==> config.mk <==
export PLATFORM = sky130hd
export DESIGN_NAME = cc_regbank_demux
export DESIGN_NICKNAME = d
export VERILOG_FILES = /design/src/rtl/cc_regbank_pkg.sv /design/src/rtl/cc_regbank_wrdecode.sv /design/src/rtl/cc_regbank_demux.sv
export SDC_FILE = /design/constraint.sdc
export NUM_CORES = 1
export LEC_CHECK = 0
export BUFFER_PORTS_ARGS = -buffer_cell sky130_fd_sc_hd__buf_4
export CAP_MARGIN = 10
export CELL_PAD_IN_SITES_DETAIL_PLACEMENT = 0
export CELL_PAD_IN_SITES_GLOBAL_PLACEMENT = 1
export CORE_MARGIN = 3
export CORE_UTILIZATION = 35
export DETAILED_ROUTE_END_ITERATION = 12
export GPL_TIMING_DRIVEN = 0
export PLACE_DENSITY_LB_ADDON = 0.25
export SYNTH_ARGS = -nofsm -noshare
export SYNTH_HDL_FRONTEND = slang
export SYNTH_SLANG_ARGS = --single-unit
export TNS_END_PERCENT = 1
==> constraint.sdc <==
create_clock -name CC_REGBANK_CLOCK_50 -period 3 [get_ports CC_REGBANK_CLOCK_50]
set_clock_uncertainty 0.15 [all_clocks]
set_input_delay 0.6 -clock CC_REGBANK_CLOCK_50 [delete_from_list [all_inputs] [get_ports CC_REGBANK_CLOCK_50]]
set_output_delay 0.6 -clock CC_REGBANK_CLOCK_50 [all_outputs]
set_load 0.05 [all_outputs]
==> src/rtl/cc_regbank_pkg.sv <==
// Shared definitions for the register-bank read mux and write demux, so the
// select encoding and default widths cannot drift between the two.
package cc_regbank_pkg;

    localparam int DEFAULT_SEL_WIDTH = 4;
    localparam int DEFAULT_BUS_WIDTH = 32;
    localparam int NUM_REGS          = 14;

    localparam logic [3:0] SEL_G0    = 4'd0;
    localparam logic [3:0] SEL_G1    = 4'd1;
    localparam logic [3:0] SEL_G2    = 4'd2;
    localparam logic [3:0] SEL_G3    = 4'd3;
    localparam logic [3:0] SEL_G4    = 4'd4;
    localparam logic [3:0] SEL_G5    = 4'd5;
    localparam logic [3:0] SEL_G6    = 4'd6;
    localparam logic [3:0] SEL_G7    = 4'd7;
    localparam logic [3:0] SEL_PC    = 4'd8;
    localparam logic [3:0] SEL_TEMP0 = 4'd9;
    localparam logic [3:0] SEL_TEMP1 = 4'd10;
    localparam logic [3:0] SEL_TEMP2 = 4'd11;
    localparam logic [3:0] SEL_TEMP3 = 4'd12;
    localparam logic [3:0] SEL_IR    = 4'd13;

endpackage

==> src/rtl/cc_regbank_wrdecode.sv <==
// One-hot write-enable decoder: turns a destination code plus write strobe
// into per-register enables, flagging codes beyond the last register.
module cc_regbank_wrdecode
    import cc_regbank_pkg::*;
#(
    parameter int SEL_WIDTH = DEFAULT_SEL_WIDTH
) (
    input  logic [SEL_WIDTH-1:0] selection,
    input  logic                 write,
    output logic [NUM_REGS-1:0]  writeEnable,
    output logic                 illegal
);

    always_comb begin
        writeEnable = '0;
        for (int i = 0; i < NUM_REGS; i++) begin
            writeEnable[i] = write && (selection == SEL_WIDTH'(i));
        end
        illegal = write && (selection >= SEL_WIDTH'(NUM_REGS));
    end

endmodule

==> src/rtl/cc_regbank_demux.sv <==
// Write side of the register bank: holds g0..g7, PC, Temp0..Temp3 and IR,
// with PC auto-increment, a write acknowledge and a sticky illegal-code flag.
module cc_regbank_demux
    import cc_regbank_pkg::*;
#(
    parameter int                       DATAWIDTH_DECODER_SELECTION = DEFAULT_SEL_WIDTH,
    parameter int                       DATAWIDTH_BUS               = DEFAULT_BUS_WIDTH,
    parameter logic [DATAWIDTH_BUS-1:0] PC_INCREMENT                = DATAWIDTH_BUS'(4),
    parameter logic [DATAWIDTH_BUS-1:0] PC_RESET_VALUE              = '0
) (
    input  logic                                   CC_REGBANK_CLOCK_50,
    input  logic                                   CC_REGBANK_RESET_InLow,
    input  logic [DATAWIDTH_BUS-1:0]               CC_REGBANK_DataBUS_In,
    input  logic [DATAWIDTH_DECODER_SELECTION-1:0] CC_REGBANK_Selection_In,
    input  logic                                   CC_REGBANK_Write_InHigh,
    input  logic                                   CC_REGBANK_PCInc_InHigh,
    input  logic                                   CC_REGBANK_ErrClr_InHigh,
    output logic [DATAWIDTH_BUS-1:0]               CC_REGBANK_g0_Out,
    output logic [DATAWIDTH_BUS-1:0]               CC_REGBANK_g1_Out,
    output logic [DATAWIDTH_BUS-1:0]               CC_REGBANK_g2_Out,
    output logic [DATAWIDTH_BUS-1:0]               CC_REGBANK_g3_Out,
    output logic [DATAWIDTH_BUS-1:0]               CC_REGBANK_g4_Out,
    output logic [DATAWIDTH_BUS-1:0]               CC_REGBANK_g5_Out,
    output logic [DATAWIDTH_BUS-1:0]               CC_REGBANK_g6_Out,
    output logic [DATAWIDTH_BUS-1:0]               CC_REGBANK_g7_Out,
    output logic [DATAWIDTH_BUS-1:0]               CC_REGBANK_PC_Out,
    output logic [DATAWIDTH_BUS-1:0]               CC_REGBANK_Temp0_Out,
    output logic [DATAWIDTH_BUS-1:0]               CC_REGBANK_Temp1_Out,
    output logic [DATAWIDTH_BUS-1:0]               CC_REGBANK_Temp2_Out,
    output logic [DATAWIDTH_BUS-1:0]               CC_REGBANK_Temp3_Out,
    output logic [DATAWIDTH_BUS-1:0]               CC_REGBANK_IR_Out,
    output logic                                   CC_REGBANK_WrAck_OutHigh,
    output logic                                   CC_REGBANK_Err_OutHigh
);

    logic [DATAWIDTH_BUS-1:0] regFile [NUM_REGS];
    logic [NUM_REGS-1:0]      writeEnable;
    logic                     illegalWrite;
    logic                     wrAck;
    logic                     errFlag;

    cc_regbank_wrdecode #(
        .SEL_WIDTH(DATAWIDTH_DECODER_SELECTION)
    ) wrDecode (
        .selection  (CC_REGBANK_Selection_In),
        .write      (CC_REGBANK_Write_InHigh),
        .writeEnable(writeEnable),
        .illegal    (illegalWrite)
    );

    // Write is a single-cycle strobe with no backpressure: every strobe with a
    // legal code commits at that edge and is acknowledged on the next cycle.
    // g0 (index 0) is never written, so it stays at its reset value of zero.
    always_ff @(posedge CC_REGBANK_CLOCK_50 or negedge CC_REGBANK_RESET_InLow) begin
        if (!CC_REGBANK_RESET_InLow) begin
            for (int i = 0; i < NUM_REGS; i++) begin
                regFile[i] <= '0;
            end
            regFile[SEL_PC] <= PC_RESET_VALUE;
            wrAck           <= 1'b0;
            errFlag         <= 1'b0;
        end else begin
            for (int i = 1; i < NUM_REGS; i++) begin
                if (i != int'(SEL_PC) && writeEnable[i]) begin
                    regFile[i] <= CC_REGBANK_DataBUS_In;
                end
            end
            // An explicit PC write takes priority over the increment strobe.
            if (writeEnable[SEL_PC]) begin
                regFile[SEL_PC] <= CC_REGBANK_DataBUS_In;
            end else if (CC_REGBANK_PCInc_InHigh) begin
                regFile[SEL_PC] <= regFile[SEL_PC] + PC_INCREMENT;
            end
            wrAck <= |writeEnable;
            if (illegalWrite) begin
                errFlag <= 1'b1;
            end else if (CC_REGBANK_ErrClr_InHigh) begin
                errFlag <= 1'b0;
            end
        end
    end

    assign CC_REGBANK_g0_Out        = regFile[SEL_G0];
    assign CC_REGBANK_g1_Out        = regFile[SEL_G1];
    assign CC_REGBANK_g2_Out        = regFile[SEL_G2];
    assign CC_REGBANK_g3_Out        = regFile[SEL_G3];
    assign CC_REGBANK_g4_Out        = regFile[SEL_G4];
    assign CC_REGBANK_g5_Out        = regFile[SEL_G5];
    assign CC_REGBANK_g6_Out        = regFile[SEL_G6];
    assign CC_REGBANK_g7_Out        = regFile[SEL_G7];
    assign CC_REGBANK_PC_Out        = regFile[SEL_PC];
    assign CC_REGBANK_Temp0_Out     = regFile[SEL_TEMP0];
    assign CC_REGBANK_Temp1_Out     = regFile[SEL_TEMP1];
    assign CC_REGBANK_Temp2_Out     = regFile[SEL_TEMP2];
    assign CC_REGBANK_Temp3_Out     = regFile[SEL_TEMP3];
    assign CC_REGBANK_IR_Out        = regFile[SEL_IR];
    assign CC_REGBANK_WrAck_OutHigh = wrAck;
    assign CC_REGBANK_Err_OutHigh   = errFlag;

endmodule

==> summary.md <==
| Metric | Value |
|---|---|
| Outcome | `complete, no violations` |
| Initial Utilization | `35.8%` |
| RSZ-0062 raised after global routing | `false` |
| Sw power | `9.73 mW` |
| Num CTS Buffers | `46` |
| Finished Cell Area | `22300 µm²` |
| Largest net degree at the start of global routing | `118` |
| Post_cts resized | `0` |
| Seq pwr share | `34.5%` |
| Die Area | `49500 µm²` |
| Crit. End Element | `flip-flop` |
| PwrDens | `1020 nW/µm²` |
| Setup CP Type | `primary input to flip-flop` |
| Initial antenna violation count | `2` |
| DRC Markers | `0` |
| Post-Syn Area | `16400 µm²` |
| Final Slew Violations | `0` |
| Hold Vio Cnt, Final | `0` |
| Area share of the largest cell type after synthesis | `63.8%` |
| Post-Place Cell Area | `20800 µm²` |
| 1st-pass router iterations | `4` |
| Slew @ Worst Pin | `0.964 ns` |
| Clock Power Share | `24.1%` |
| Detailed placement HPWL | `37400 µm` |
| Vias in the first global route | `11400` |
| Final Net Count | `1687` |
| CTS root buf | `clkbuf_16` |
| Fraction of layout cells with a size suffix above 1 | `57.2%` |
| Max Cap Viol | `0` |
| Via density | `4.77` |
| Die Width | `222 µm` |
| Core Region | `45800 µm²` |
| CTS tree | `built` |
| Routed Wire Length | `51300 µm` |
| Crit path DAT | `2.89 ns` |
| Syn Area/Cell | `14.9 µm²` |
| Die H | `222 µm` |
| Post-synthesis sequential area ratio | `63.8%` |
| Worst-path clk slew | `0.06 ns` |
| Period utilization | `86.5%` |
| Antenna Nets Post-Route | `0` |
| Post-CTS setup buffers | `0` |
| Sw frac | `42.6%` |
| First-pass GRT wire length | `76200 µm` |
| Num ports | `491` |
| Max Fclk | `385 MHz` |
| Sinks on the clock net | `418` |
| GPL Wtd Cong | `0.782` |
| GRT Util Overall | `20.3%` |
| Final Core Density | `48.7%` |
| Comb pwr share | `41.4%` |
| Pint | `13.1 mW` |
| Layout overhead on the synthesized area | `36.1%` |
| Port buffer count | `455` |
| Peak supply drop | `0.621 mV` |
| Register bit count reported by yosys | `418` |
| Via count | `10900` |
| Worst-Skew Late Latency | `0.56 ns` |
| Clk buf depth | `3` |
| Hold Crit Class | `primary input to flip-flop` |
| Final setup vio count | `0` |
| Worst setup SP type | `primary input` |
| CTS H-tree depth | `2` |
| Synth top area cells | `dfrtp_1 64%, mux2_2 26%, buf_4 1.5%` |
| Worst slew margin | `35.7%` |
| Req. time, crit path | `3.30 ns` |
| Overflow left after global routing | `0` |
| Routed len/inst | `22.5 µm` |
| Initial DRC count | `485` |
| Leakage power | `10.5 nW` |
| Cell row count | `78` |
| Worst-path fanout max | `10` |
| Yosys warns | `32` |
| Post-synth cell types | `33` |
| Crit path time final | `2.59 ns` |
| Cells after synthesis | `1103` |
| Synth area leader | `dfrtp_1` |
[metal layers]
| metal | vias up | track usage (%) | wire length (µm) |
|---|---|---|---|
| li1 | 4859 | - | - |
| met1 | 5646 | 26.0 | 21600 |
| met2 | 309 | 33.7 | 24800 |
| met3 | 77 | 5.17 | 3300 |
| met4 | 0 | 6.93 | 1560 |
| met5 | - | 0 | 0 |
[power by group through the flow]
stage                     Clock, mW  Combinational [mW]  Sequential, mW
after global routing           5.89                9.80            8.05
after detailed placement          0                9.55            7.96
final                          5.51                9.45            7.88
after floorplan                   0                1.57            12.6
after CTS                      5.67                9.56            7.88
after global placement            0                9.48            7.90
[stage by stage]
| stage | TNS, ns | std cells | setup WS [ns] | hold WS (ns) | total power, mW |
|---|---|---|---|---|---|
| global placement | -1344.09 | 2189 | -3.07 | 0.325 | 17.4 |
| global route | 0 | 2280 | 0.239 | 0.0684 | 23.7 |
| detailed placement | -13.96 | 2196 | -0.271 | 0.334 | 17.5 |
| floorplan | 0 | 1134 | 0.496 | 0.154 | 14.2 |
| CTS | 0 | 2279 | 0.334 | 0.0331 | 23.1 |
| finish | 0 | 2281 | 0.405 | 0.0689 | 22.8 |
[critical path, cell delays in order]
cell and delay (ns):
buf_4 0.10, inv_1 0.06, nor2_1 0.33, nand2_1 0.09, nor2_1 0.71, clkbuf_1 0.57, mux2_2 0.41
[what timing repair did]
item | 4_1_cts | 5_1_grt
hold endpoints to repair | 94 | 0
endpoints found under the setup margin | 0 | 0
hold buffers | 1 | 0
[layout make-up]
class	instances	area, µm²
Timing Repair Buffer	463	3550
Tap cell	600	751
Clock inverter	10	111
Sequential cell	418	10500
Antenna cell	2	5.00
Multi-Input combinational cell	597	5490
Clock buffer	72	1360
Fill cell	4160	23500
Inverter	7	26.3
Buffer	112	552
[worst paths after layout]
path | startpoint | to | slack, ns | cells past startpoint
max | CC_REGBANK_Write_InHigh | CC_REGBANK_Temp0_Out[4] | 0.41 | 7
min | CC_REGBANK_ErrClr_InHigh | CC_REGBANK_Err_OutHigh | 0.07 | 2
max reg2reg | CC_REGBANK_PC_Out[11] | CC_REGBANK_PC_Out[24] | 0.62 | 5
min reg2reg | CC_REGBANK_Temp1_Out[7] | CC_REGBANK_Temp1_Out[7] | 0.35 | 1
max in group asynchronous | CC_REGBANK_RESET_InLow | CC_REGBANK_IR_Out[12] | 0.69 | 4
min in group asynchronous | CC_REGBANK_RESET_InLow | CC_REGBANK_g1_Out[4] | 0.51 | 2
[layout by cell type (no fill, tap or decap), types with 11 or more instances in the layout]
master / n
a21oi_1: 30
buf_4: 489
clkbuf_1: 79
clkbuf_16: 46
clkbuf_8: 11
conb_1: 32
dfrtp_1: 418
mux2_2: 383
nand2_1: 17
nand3_1: 12
nand4_1: 14
nor2_1: 46
xnor2_1: 11
xor2_1: 18
[synth_stat cells]
library cell / n
dfrtp_1: 418
mux2_2: 383
clkbuf_1: 64
nor2_1: 46
buf_4: 32
a21oi_1: 30
xor2_1: 18
nand2_1: 17
nand4_1: 14
nand3_1: 12
xnor2_1: 11
buf_2: 9
nor3_1: 8
buf_1: 7
inv_1: 7
nor4_1: 7
mux2_1: 3
or4_4: 2
a31oi_1: 1
and3_1: 1
and3_2: 1
conb_1: 1
ha_1: 1
mux2i_1: 1
nand2b_1: 1
nand3_2: 1
nand3b_1: 1
nand4b_1: 1
nor2b_1: 1
nor3b_1: 1
o22ai_1: 1
or3_1: 1
or4_1: 1
[logic make-up (layout without fill, tap and decap cells)]
| group | Yosys count | count (layout) | share of synthesized area [%] |
|---|---|---|---|
| xor+xnor | 29 | 29 | 1.55 |
| compound gates | 32 | 32 | 0.992 |
| fa+ha+maj | 1 | 1 | 0.0763 |
| other cells | 1 | 34 | 0.0229 |
| buf+inv | 119 | 664 | 3.53 |
| flops | 418 | 418 | 63.8 |
| mux | 387 | 387 | 26.6 |
| simple gates | 116 | 116 | 3.44 |
(Power assumes the default switching activity.)
